[src/rtl/adder_arbiter_pkg.sv]
// Shared types and constants for the two-requester shared-adder arbiter.
// Holds the FSM state encoding, the seven-segment table and the latency limits.
package adder_arbiter_pkg;

  typedef enum logic [1:0] {
    ST_IDLE = 2'd0,
    ST_ADD  = 2'd1,
    ST_RESP = 2'd2
  } state_e;

  localparam int unsigned ADD_LAT_MIN = 1;
  localparam int unsigned ADD_LAT_MAX = 15;

  // Active-low hex glyphs, entry i lives at SEG_TABLE[i] (listed F down to 0).
  localparam logic [15:0][6:0] SEG_TABLE = {
    7'b0001110, 7'b0000110, 7'b0100001, 7'b1000110,
    7'b0000011, 7'b0001000, 7'b0011000, 7'b0000000,
    7'b1111000, 7'b0000010, 7'b0010010, 7'b0011001,
    7'b0110000, 7'b0100100, 7'b1111001, 7'b1000000
  };

  function automatic logic [6:0] seg_encode(input logic [3:0] value);
    return SEG_TABLE[value];
  endfunction

endpackage

[src/rtl/adder_arbiter_rca.sv]
// 4-bit ripple-carry adder: a + b + cin, carry-out on cout.
module ripple_carry_4_bit_adder (
  input  logic [3:0] a,
  input  logic [3:0] b,
  input  logic       cin,
  output logic [3:0] sum,
  output logic       cout
);

  logic [4:0] carry;

  always_comb begin
    carry    = '0;
    sum      = '0;
    carry[0] = cin;
    for (int unsigned i = 0; i < 4; i++) begin
      sum[i]       = a[i] ^ b[i] ^ carry[i];
      carry[i + 1] = (a[i] & b[i]) | (carry[i] & (a[i] ^ b[i]));
    end
  end

  assign cout = carry[4];

endmodule

[src/rtl/adder_arbiter.sv]
// Two requesters share one 4-bit adder; round-robin grant, ADD_LATENCY-cycle
// settle, one-cycle ack, registered sum/cout and seven-segment display of sum.
module adder_arbiter
  import adder_arbiter_pkg::*;
#(
  parameter int unsigned ADD_LATENCY = 1
) (
  input  logic       clk,
  input  logic       rst_n,
  input  logic [1:0] req,
  input  logic [3:0] a0,
  input  logic [3:0] b0,
  input  logic       cin0,
  input  logic [3:0] a1,
  input  logic [3:0] b1,
  input  logic       cin1,
  output logic [1:0] gnt,
  output logic [1:0] ack,
  output logic [3:0] sum,
  output logic       cout,
  output logic [6:0] seg,
  output logic       busy
);

  // Out-of-range latencies are clamped so the 4-bit wait counter stays valid.
  localparam int unsigned LAT = (ADD_LATENCY < ADD_LAT_MIN) ? ADD_LAT_MIN :
                                (ADD_LATENCY > ADD_LAT_MAX) ? ADD_LAT_MAX : ADD_LATENCY;
  localparam logic [3:0] CNT_LOAD = 4'(LAT - 1);

  state_e     state_q;
  logic [1:0] gnt_q;
  logic [1:0] ack_q;
  logic       win_q;
  logic       last_q;
  logic [3:0] cnt_q;
  logic [3:0] op_a_q;
  logic [3:0] op_b_q;
  logic       op_cin_q;
  logic [3:0] sum_q;
  logic       cout_q;
  logic [6:0] seg_q;

  logic       win_d;
  logic [3:0] op_a_d;
  logic [3:0] op_b_d;
  logic       op_cin_d;
  logic [3:0] rca_sum;
  logic       rca_cout;

  // Contention goes to whoever was not served last; a lone request wins outright.
  always_comb begin
    win_d    = (req == 2'b11) ? ~last_q : req[1];
    op_a_d   = win_d ? a1   : a0;
    op_b_d   = win_d ? b1   : b0;
    op_cin_d = win_d ? cin1 : cin0;
  end

  ripple_carry_4_bit_adder u_rca (
    .a    (op_a_q),
    .b    (op_b_q),
    .cin  (op_cin_q),
    .sum  (rca_sum),
    .cout (rca_cout)
  );

  always_ff @(posedge clk) begin
    if (!rst_n) begin
      state_q  <= ST_IDLE;
      gnt_q    <= '0;
      ack_q    <= '0;
      win_q    <= 1'b0;
      last_q   <= 1'b1;
      cnt_q    <= '0;
      op_a_q   <= '0;
      op_b_q   <= '0;
      op_cin_q <= 1'b0;
      sum_q    <= '0;
      cout_q   <= 1'b0;
      seg_q    <= seg_encode(4'h0);
    end else begin
      case (state_q)
        ST_IDLE: begin
          if (req != 2'b00) begin
            gnt_q    <= win_d ? 2'b10 : 2'b01;
            win_q    <= win_d;
            op_a_q   <= op_a_d;
            op_b_q   <= op_b_d;
            op_cin_q <= op_cin_d;
            cnt_q    <= CNT_LOAD;
            state_q  <= ST_ADD;
          end
        end
        ST_ADD: begin
          if (cnt_q != '0) begin
            cnt_q <= cnt_q - 4'd1;
          end else begin
            sum_q   <= rca_sum;
            cout_q  <= rca_cout;
            seg_q   <= seg_encode(rca_sum);
            ack_q   <= gnt_q;
            state_q <= ST_RESP;
          end
        end
        ST_RESP: begin
          ack_q   <= '0;
          gnt_q   <= '0;
          last_q  <= win_q;
          state_q <= ST_IDLE;
        end
        default: begin
          state_q <= ST_IDLE;
          gnt_q   <= '0;
          ack_q   <= '0;
        end
      endcase
    end
  end

  assign gnt  = gnt_q;
  assign ack  = ack_q;
  assign sum  = sum_q;
  assign cout = cout_q;
  assign seg  = seg_q;
  assign busy = (state_q != ST_IDLE);

endmodule

[config.mk]
export PLATFORM = sky130hd
export DESIGN_NAME = adder_arbiter
export DESIGN_NICKNAME = d
export VERILOG_FILES = /design/src/rtl/adder_arbiter_pkg.sv /design/src/rtl/adder_arbiter_rca.sv /design/src/rtl/adder_arbiter.sv
export SDC_FILE = /design/constraint.sdc
export NUM_CORES = 1
export LEC_CHECK = 0
export CORE_MARGIN = 3
export CORE_UTILIZATION = 45
export DETAILED_ROUTE_END_ITERATION = 8
export PLACE_DENSITY = 0.76
export SYNTH_ARGS = -nofsm -noshare
export SYNTH_HDL_FRONTEND = slang
export SYNTH_SLANG_ARGS = --single-unit
[constraint.sdc]
create_clock -name clk -period 2.69 [get_ports clk]
set_input_delay 0.4035 -clock clk [delete_from_list [all_inputs] [get_ports clk]]
set_output_delay 0.4035 -clock clk [all_outputs]
set_load 0.01 [all_outputs]
==> impl_metrics.py, run 1 <==
metrics = {
    "detailed_routing": {
        "drcViolationCount": 0,
        "antenna_left": 0,
        "wl_um": 3542,
        "drtPass1Iterations": 4,
        "post_drt_via_cell_ratio": 5.196,
        "via_count": 1455,
        "wl_per_cell_um": 12.65,
        "drt_first_iter_violations": 67,
    },
    "hold_path": {
        "worstHoldPathCells": 2,
        "hold_path_class": "register to register",
        "min_to": "sum[0]$_SDFFE_PN0P_",
        "min-delay-start": "sum[0]$_SDFFE_PN0P_",
    },
    "pwr": {
        "p_seq_share_pct": 40.2,
        "pwr_density_cell_nw_per_um2": 621.1,
        "swShare_pct": 30.09,
        "intPower_mw": 0.9778,
        "p_clk_share_pct": 29.3,
        "p_switching_mw": 0.4210,
        "power_leakage_nw": 0.9024,
        "vdd.ir_drop.worst_uv": 352.6,
        "power_mw": 1.399,
        "share_comb_of_total_power_pct": 30.6,
    },
    "place": {
        "io_buffers": 38,
        "place_hpwl_um": 2750,
        "preCtsSetupSlack_ps": 53.24,
        "placed_cell_area_um2": 2141,
        "dpl.cell_count": 272,
        "routabilityCongestion": 0.7918,
    },
    "timing": {
        "period_share_pct": 95.69,
        "drv_slew": 0,
        "hold_slack_ps": 461.3,
        "finClkSkew_ps": 5.544,
        "rsz0062_at_grt": "no",
        "setup_slack_ps": 115.8,
        "setup-violations-final": 0,
        "relSlewSlack_pct": 69.39,
        "tightest_slew_ps": 458.6,
        "finalHoldViolCount": 0,
        "period_needed_ps": 2574,
        "finalSetupTns_ps": 0,
        "fmax_ghz": 0.3885,
    },
    "logic_synthesis": {
        "postSynthCellCount": 191,
        "synth_top_flop_cell": "dfxtp_1",
        "synth_nets": 222,
        "ys_async_sr_fraction_pct": 0,
        "synth_edf_count": 0,
        "syn-cell-area_um2": 1724,
        "synth_area_leaders": "dfxtp_1 38%, nand2_1 5.0%, fa_1 4.6%",
        "avgSynthCellArea_um2": 9.027,
        "yosysTopAreaCellShare_pct": 38.32,
        "ys_ff_latch": 33,
        "yosysUniqueCellTypes": 47,
        "ys_warn_count": 0,
        "synth_seq_area_share_pct": 38.32,
        "yosys.cell_count.top_type": "dfxtp_1",
        "synth_common_cells": "33 x dfxtp_1, 23 x nand2_1, 14 x o21ai_0",
        "synth_area_leader_cell": "dfxtp_1",
    },
    "global_routing": {
        "grt_pass1_vias": 1415,
        "grtUsageMet2_pct": 28.31,
        "grt_usage_pct": 18.13,
        "met1_usage_pct": 22.91,
        "gr-total-overflow": 0,
        "antenna_found_initial": 0,
        "busiest_layer": "met2",
        "grtUsageMet3_pct": 6.568,
        "grt_pass1_wl_um": 6237,
        "grt_max_degree": 19,
    },
    "critical_path": {
        "crit_arrival_ps": 2750,
        "crit_path_max_fanout": 4,
        "r2r_cells": 9,
        "critPathCaptureType": "register",
        "crit_type": "register to register",
        "r2r-end": "seg[3]$_SDFFE_PN0P_",
        "startpoint_type": "register",
        "reg2reg_from": "op_a_q[0]$_SDFFE_PN0P_",
        "crit_required_ps": 2860,
        "rrSetupSlack_ps": 120,
        "startpoint": "op_a_q[0]$_SDFFE_PN0P_",
    },
    "floorplanning": {
        "rows": 21,
        "pin_count": 39,
        "dieArea_um2": 4610,
        "die_w_um": 67.90,
        "initial_utilization_pct": 48.97,
        "fp.dieH_um": 67.90,
        "core_area_um2": 3521,
    },
    "clock_tree": {
        "clk_pin_slew_ps": 70,
        "post_cts_resized": 0,
        "hold_buffers": 0,
        "clkLatencyLatePin_ps": 280,
        "cts_sinks": 33,
        "clockBufferDepth": 2,
        "post_cts_buffers": 0,
        "numCtsBuffers": 5,
        "cts_tree": "built",
        "cts_max_level": 2,
        "ctsRootBufferMaster": "clkbuf_8",
    },
    "finish": {
        "finish.net_count": 264,
        "area_growth_pct": 30.62,
        "fin_util_pct": 63.97,
        "design_area_um2": 2252,
        "n_antenna_cell": 0,
        "fill_cells": 317,
        "drive_gt1_share_pct": 11.54,
        "final_cells": 280,
    },
    "status": {
        "status": "finished, final reports clean",
    },
    "flow_run": {
        "drv_cap": 0,
    },
}
## cells by family after synthesis
logic type / count (synthesis) / share of synthesized area (%)
AOI/OAI and AO/OA: 54 / 21.48
xor gates and xnor gates: 2 / 1.016
adders and majority gates: 9 / 8.273
buffers and inverters: 20 / 5.806
DFF: 33 / 38.32
muxes: 6 / 3.628
and+or+nand+nor: 67 / 21.48
## critical path, cell delays in order (launching register included)
cell and delay, ps:
dfxtp_2 330, fa_2 380, fa_1 350, inv_1 70, fa_1 150, inv_1 50
fa_2 580, mux2_2 330, o21ai_0 130, o21ai_0 80
## how the worst max path moves through the flow
stage,endpoint,slack [ps],cells past startpoint
floorplan,seg[3]$_SDFFE_PN0P_,160,9
global placement,seg[0]$_SDFFE_PN0P_,90,11
detailed placement,seg[0]$_SDFFE_PN0P_,50,11
CTS,seg[0]$_SDFFE_PN0P_,40,11
global route,seg[3]$_SDFFE_PN0P_,3,9
finish,seg[3]$_SDFFE_PN0P_,120,9
## power groups by stage
stage | clock, mW | combinational, mW | sequential, mW
2_1_floorplan | 0 | 0.272 | 0.578
5_1_grt | 0.442 | 0.476 | 0.567
3_5_place_dp | 0 | 0.422 | 0.573
6_report | 0.409 | 0.428 | 0.562
4_1_cts | 0.422 | 0.425 | 0.562
3_3_place_gp | 0 | 0.419 | 0.572
## registers in the layout (all words and copies together), names as in the netlist
| register | cells |
|---|---|
| sum | 4 |
| gnt | 2 |
| op_a_q | 4 |
| op_b_q | 4 |
| state_q | 2 |
| ack | 2 |
| op_cin_q | 1 |
| win_q | 1 |
| cout | 1 |
| cnt_q | 4 |
| seg | 7 |
| last_q | 1 |
## area by class of cell
| class | count | area (µm²) | area share, % |
|---|---|---|---|
| multi-input combinational | 138 | 968.4 | 43.00 |
| sequential | 33 | 661.9 | 29.39 |
| timing repair buffer | 42 | 414.1 | 18.39 |
| clock buffer | 7 | 96.34 | 4.278 |
| tap | 46 | 57.56 | 2.556 |
| inverter | 13 | 48.80 | 2.167 |
| clock inverter | 1 | 5.005 | 0.2222 |
## layer usage
metal  up-vias  part of all wire [%]  wire [µm]
li1        748                     -          -
met1       658                    48       1687
met2        47                    44       1569
met3         2                   7.0        249
met4         0                  0.99         35
met5         -                     0          0
## cell usage in the layout, fill, tap and decap left out, types with 2 or more instances in the layout
cell type	Yosys	routed
nor2_1	6	6
nor3_1	2	2
inv_1	13	13
fa_1	4	2
nand2_1	23	23
o21ai_0	14	13
nor2b_1	4	4
o21ai_2	3	3
and3_1	5	5
buf_4	1	3
nand2b_1	5	5
and2_1	2	2
a21boi_0	8	8
a221o_1	2	2
mux2i_1	4	4
xor2_1	2	2
o211a_1	2	2
clkdlybuf4s50_1	0	38
a21oi_1	9	9
nand3_1	10	10
nand3b_1	2	2
dfxtp_1	33	32
fa_2	0	2
clkbuf_8	0	7
mux2_2	2	2
ha_1	5	5
o211ai_1	2	2
a22oi_1	3	3
a21oi_2	2	2
Power figures use the tool's default switching activity.
==> run 2: changes to the inputs <==
CORE_UTILIZATION = 25   (was 45)
PLACE_DENSITY = not set   (was 0.76)
==> run 2 against run 1 <==
Compared with the run above: maximum frequency up 0.85%; worst setup slack better by 22 ps; global-route usage shrank 6.8 points; sequential share of layout area fell by 0.56 points; design area increased by 1.9%; clock skew hardly changed; largest power group unchanged.
==> impl_metrics.py, run 2 (synthesized netlist as in run 1, its figures left out) <==
metrics = {
    "timing": {
        "setup_slack_ps": 137.5,
        "drv_slew": 0,
        "tightest_slew_ps": 491.3,
        "hold_slack_ps": 465.2,
        "setup-violations-final": 0,
        "fmax_ghz": 0.3918,
        "period_share_pct": 94.89,
        "period_needed_ps": 2553,
        "finalHoldViolCount": 0,
        "rsz0062_at_grt": "no",
        "relSlewSlack_pct": 67.14,
        "finClkSkew_ps": 5.502,
        "finalSetupTns_ps": 0,
    },
    "critical_path": {
        "crit_type": "register to register",
        "r2r_cells": 9,
        "crit_required_ps": 2860,
        "r2r-end": "seg[3]$_SDFFE_PN0P_",
        "crit_arrival_ps": 2730,
        "crit_path_max_fanout": 4,
        "reg2reg_from": "op_a_q[0]$_SDFFE_PN0P_",
        "startpoint_type": "register",
        "critPathCaptureType": "register",
        "rrSetupSlack_ps": 140,
        "endpoint": "seg[3]$_SDFFE_PN0P_",
        "startpoint": "op_a_q[0]$_SDFFE_PN0P_",
    },
    "finish": {
        "drive_gt1_share_pct": 12.82,
        "layout_commonest_cell": "clkdlybuf4s50_1",
        "fill_cells": 690,
        "finish.net_count": 264,
        "area_growth_pct": 33.16,
        "n_antenna_cell": 0,
        "final_cells": 311,
        "layout_common_cells": "38 x clkdlybuf4s50_1, 32 x dfxtp_1, 23 x nand2_1",
        "largest_reg_flops": 7,
    },
    "clock_tree": {
        "cts_max_level": 2,
        "cts_tree": "built",
        "numCtsBuffers": 5,
        "hold_buffers": 0,
        "ctsRootBufferMaster": "clkbuf_8",
        "clkLatencyLatePin_ps": 290,
        "clockBufferDepth": 2,
        "clk_pin_slew_ps": 70,
        "cts_sinks": 33,
    },
    "pwr": {
        "pwr_density_cell_nw_per_um2": 622.5,
        "power_mw": 1.429,
        "power_leakage_nw": 0.9033,
        "vdd.ir_drop.worst_uv": 235.0,
    },
    "detailed_routing": {
        "via_count": 1471,
        "wl_met1_um": 2005,
        "antenna_left": 0,
        "wl_per_cell_um": 12.85,
        "drt_first_iter_violations": 75,
        "drtPass1Iterations": 4,
        "top_layer_used": "met4",
        "drcViolationCount": 0,
        "dr_wl_met3_um": 186,
        "post_drt_via_cell_ratio": 4.730,
        "met2_length_um": 1775,
        "wl_um": 3997,
    },
    "hold_path": {
        "hold_path_class": "register to register",
    },
    "floorplanning": {
        "fp.dieH_um": 89.05,
        "initial_utilization_pct": 26.40,
        "dieArea_um2": 7929,
        "die_w_um": 89.05,
        "core_area_um2": 6531,
        "rows": 29,
        "pin_count": 39,
    },
    "place": {
        "preCtsSetupSlack_ps": -26.92,
        "dpl.cell_count": 302,
        "routabilityCongestion": 0.8455,
        "io_buffers": 38,
        "place_hpwl_um": 2989,
    },
    "global_routing": {
        "gr-total-overflow": 0,
        "grt_pass1_wl_um": 6927,
        "antenna_found_initial": 0,
        "grt_max_degree": 21,
        "grt_pass1_vias": 1483,
        "grt_usage_pct": 11.32,
    },
    "status": {
        "status": "finished, final reports clean",
    },
    "flow_run": {
        "drv_cap": 0,
    },
}
## run 2: cell types whose count changed in the layout (fill, tap and decap cells not counted)
cell	delta
o21ai_1	+3
o21ai_0	-3
fa_2	+2
inv_1	-1
inv_2	+1
fa_1	-2
## run 2: timing repair
item | in CTS | in global routing
gates resized for setup | 1 | 10
buffers inserted | 1 | 0
endpoints found under the setup margin | 2 | 7
pin swaps | 1 | 1
## run 2: per-layer routing
metal / vias to the layer above / track usage [%]
met1: 689 / 14.61
met4: 0 / 2.977
met2: 30 / 17.88
met5: - / 0
li1: 748 / -
met3: 4 / 4.240
## run 2: per-stage QoR
| stage | area, µm² | utilization (%) |
|---|---|---|
| after floorplan | 1724 | - |
| after global placement | 2172 | 33.26 |
| after detailed placement | 2172 | 33.26 |
| after CTS | 2283 | 34.96 |
| after global routing | 2296 | 35.15 |
| final | 2296 | 35.15 |
## run 2: how the worst min path moves through the flow
stage | startpoint | end | slack (ps) | cells after the start
after global placement | win_q$_SDFFE_PN0P_ | win_q$_SDFFE_PN0P_ | 450 | 1
after floorplan | win_q$_SDFFE_PN0P_ | win_q$_SDFFE_PN0P_ | 430 | 1
after global routing | seg[6]$_SDFFE_PN1P_ | seg[6]$_SDFFE_PN1P_ | 500 | 2
after detailed placement | win_q$_SDFFE_PN0P_ | win_q$_SDFFE_PN0P_ | 450 | 1
final | sum[1]$_SDFFE_PN0P_ | sum[1]$_SDFFE_PN0P_ | 470 | 2
after CTS | win_q$_SDFFE_PN0P_ | win_q$_SDFFE_PN0P_ | 470 | 1
## run 2: where the power goes
part | internal [mW] | leakage, nW | switching, mW | total [mW]
Sequential | 0.531 | 0.271 | 0.0320 | 0.563
Combinational | 0.225 | 0.578 | 0.229 | 0.454
Clock | 0.231 | 0.0542 | 0.181 | 0.412
## run 2: layout make-up
type                    count  area, µm²  area share [%]
multi-input cells         138      973.4           42.40
flip-flops and latches     33      661.9           28.83
inverters                  13      48.80           2.125
clock buffers               7      96.34           4.196
clock inverters             1      5.005          0.2180
repair buffers             42      414.1           18.04
well taps                  77      96.34           4.196
## run 2: worst max-delay path: stages, from the launching register on
cell and delay, ps:
dfxtp_2 330, fa_2 380, fa_2 340, inv_2 60
fa_2 170, inv_1 50, fa_2 570, mux2_2 340
o21ai_1 130, o21ai_1 70
==> run 3: changes to the inputs <==
CTS_CLUSTER_SIZE = 20   (was not set)
PLACE_DENSITY_LB_ADDON = 0.25   (was not set)
==> run 3 against run 2 <==
Compared with the run above: flip-flop and latch count unchanged; clock-buffer cell count decreased by 2; clock power shrank 10%; first-iteration DRC count grew 8.0%; sequential share of layout area fell by 0.055 points; hold slack worse by 6.7 ps; critical path depth is the same; utilization increased by 0.13 points; clock skew is 2.3 ps higher; worst setup slack worse by 34 ps; die area unchanged.
==> impl_metrics.py, run 3 (synthesized netlist as in run 1, its figures left out) <==
metrics = {
    "clock_tree": {
        "cts_max_level": 2,
        "ctsRootBufferMaster": "clkbuf_8",
        "numCtsBuffers": 5,
        "clk_pin_slew_ps": 70,
        "clkLatencyLatePin_ps": 280,
        "clockBufferDepth": 2,
        "cts_sinks": 33,
        "cts_tree": "built",
    },
    "timing": {
        "period_needed_ps": 2587,
        "setup-violations-final": 0,
        "setup_slack_ps": 103.4,
        "period_share_pct": 96.16,
        "relSlewSlack_pct": 70.62,
        "finClkSkew_ps": 7.803,
        "finalHoldViolCount": 0,
        "tightest_slew_ps": 439.3,
        "fmax_ghz": 0.3866,
        "finalSetupTns_ps": 0,
        "drv_slew": 0,
    },
    "finish": {
        "n_antenna_cell": 0,
        "multi_input_area_um2": 998.5,
        "finish.net_count": 264,
        "layout_commonest_cell": "clkdlybuf4s50_1",
        "fin_util_pct": 35.29,
        "largest_reg_flops": 7,
        "ff_latch_area_um2": 663.1,
        "area_growth_pct": 33.67,
        "fill_cells": 668,
        "drive_gt1_share_pct": 14.96,
        "layout_common_cells": "38 x clkdlybuf4s50_1, 31 x dfxtp_1, 23 x nand2_1",
        "final_cells": 311,
    },
    "floorplanning": {
        "fp.dieH_um": 89.05,
        "core_area_um2": 6531,
        "die_w_um": 89.05,
        "dieArea_um2": 7929,
        "initial_utilization_pct": 26.40,
        "rows": 29,
        "pin_count": 39,
    },
    "critical_path": {
        "crit_cells": 9,
        "cp_common_cell": "fa_2",
        "crit_type": "register to register",
        "rrSetupSlack_ps": 100,
        "crit_arrival_ps": 2760,
        "r2r_cells": 9,
        "endpoint": "seg[3]$_SDFFE_PN0P_",
        "path_delay_family": "adder cells",
        "startpoint_type": "register",
        "crit_buf_inv": 2,
        "crit_path_max_fanout": 5,
        "reg2reg_from": "op_b_q[0]$_SDFFE_PN0P_",
        "cp_cell_sequence": "fa_2, fa_2, inv_2, fa_2, inv_1, fa_2, mux2_4, o21ai_0, o21ai_0",
        "slowest_stage": "fa_2",
        "critPathCaptureType": "register",
        "r2r-end": "seg[3]$_SDFFE_PN0P_",
        "critPathMaxStageDelay_ps": 600,
        "crit_required_ps": 2860,
        "startpoint": "op_b_q[0]$_SDFFE_PN0P_",
    },
    "pwr": {
        "share_comb_of_total_power_pct": 33.5,
        "p_seq_share_pct": 40.2,
        "swShare_pct": 32.45,
        "power_leakage_nw": 0.9083,
        "p_clk_share_pct": 26.3,
        "intPower_mw": 0.9464,
        "p_switching_mw": 0.4547,
        "pwr_density_cell_nw_per_um2": 608.0,
        "vdd.ir_drop.worst_uv": 219.7,
    },
    "detailed_routing": {
        "antenna_left": 0,
        "drcViolationCount": 0,
        "via_count": 1462,
        "drtPass1Iterations": 4,
        "wl_per_cell_um": 13.07,
        "drt_first_iter_violations": 81,
        "post_drt_via_cell_ratio": 4.701,
        "wl_um": 4064,
    },
    "flow_run": {
        "drv_cap": 0,
    },
    "global_routing": {
        "gr-total-overflow": 0,
        "grt_pass1_wl_um": 6824,
        "antenna_found_initial": 0,
        "grt_max_degree": 24,
        "grt_usage_pct": 11.04,
        "grt_pass1_vias": 1421,
    },
    "status": {
        "status": "finished, final reports clean",
    },
    "hold_path": {
        "hold_path_class": "register to register",
    },
    "place": {
        "io_buffers": 38,
        "dpl.cell_count": 301,
        "preCtsSetupSlack_ps": 5.350,
        "place_hpwl_um": 3099,
        "routabilityCongestion": 0.7881,
    },
}
## run 3: layout make-up
type / instances / share of cell area, %
repair buffers: 42 / 17.86
inverters: 13 / 2.117
clock inverters: 3 / 0.7600
multi-input cells: 138 / 43.32
well taps: 77 / 4.180
flip-flops and latches: 33 / 28.77
clock buffers: 5 / 2.986
## run 3: per-stage QoR
| step | area [µm²] | hold slack [ps] | power (mW) |
|---|---|---|---|
| 4_1_cts | 2262 | 459.2 | 1.381 |
| 3_3_place_gp | 2165 | 445.5 | 0.9965 |
| 2_1_floorplan | 1724 | 426.5 | 0.8502 |
| 6_report | 2305 | 458.5 | 1.401 |
| 5_1_grt | 2305 | 473.7 | 1.496 |
| 3_5_place_dp | 2165 | 443.2 | 0.9968 |
## run 3: timing repair
action | in CTS | in global routing
hold buffers | 0 | 0
resized for setup | 1 | 13
pin swaps | 1 | 4
cloned | 0 | 1
setup endpoints to repair | 1 | 5
buffers inserted | 1 | 0
## run 3: worst min path at each step
stage | startpoint | to | slack, ps | cells after the start
final | win_q$_SDFFE_PN0P_ | win_q$_SDFFE_PN0P_ | 460 | 1
after global routing | win_q$_SDFFE_PN0P_ | win_q$_SDFFE_PN0P_ | 470 | 1
after global placement | win_q$_SDFFE_PN0P_ | win_q$_SDFFE_PN0P_ | 450 | 1
after CTS | win_q$_SDFFE_PN0P_ | win_q$_SDFFE_PN0P_ | 460 | 1
after floorplan | win_q$_SDFFE_PN0P_ | win_q$_SDFFE_PN0P_ | 430 | 1
after detailed placement | win_q$_SDFFE_PN0P_ | win_q$_SDFFE_PN0P_ | 440 | 1
## run 3: power groups by stage
| stage | Combinational [mW] | Sequential (mW) | Clock, mW |
|---|---|---|---|
| 3_5_place_dp | 0.422 | 0.574 | 0 |
| 3_3_place_gp | 0.422 | 0.574 | 0 |
| 6_report | 0.469 | 0.563 | 0.369 |
| 4_1_cts | 0.434 | 0.563 | 0.384 |
| 5_1_grt | 0.521 | 0.571 | 0.404 |
| 2_1_floorplan | 0.272 | 0.578 | 0 |
## run 3: routing by layer
metal / share of wire, % / vias up / track usage (%)
li1: - / 744 / -
met1: 51 / 689 / 15.49
met2: 45 / 27 / 16.53
met3: 3.6 / 2 / 2.488
met4: 0.89 / 0 / 4.060
met5: 0 / - / 0
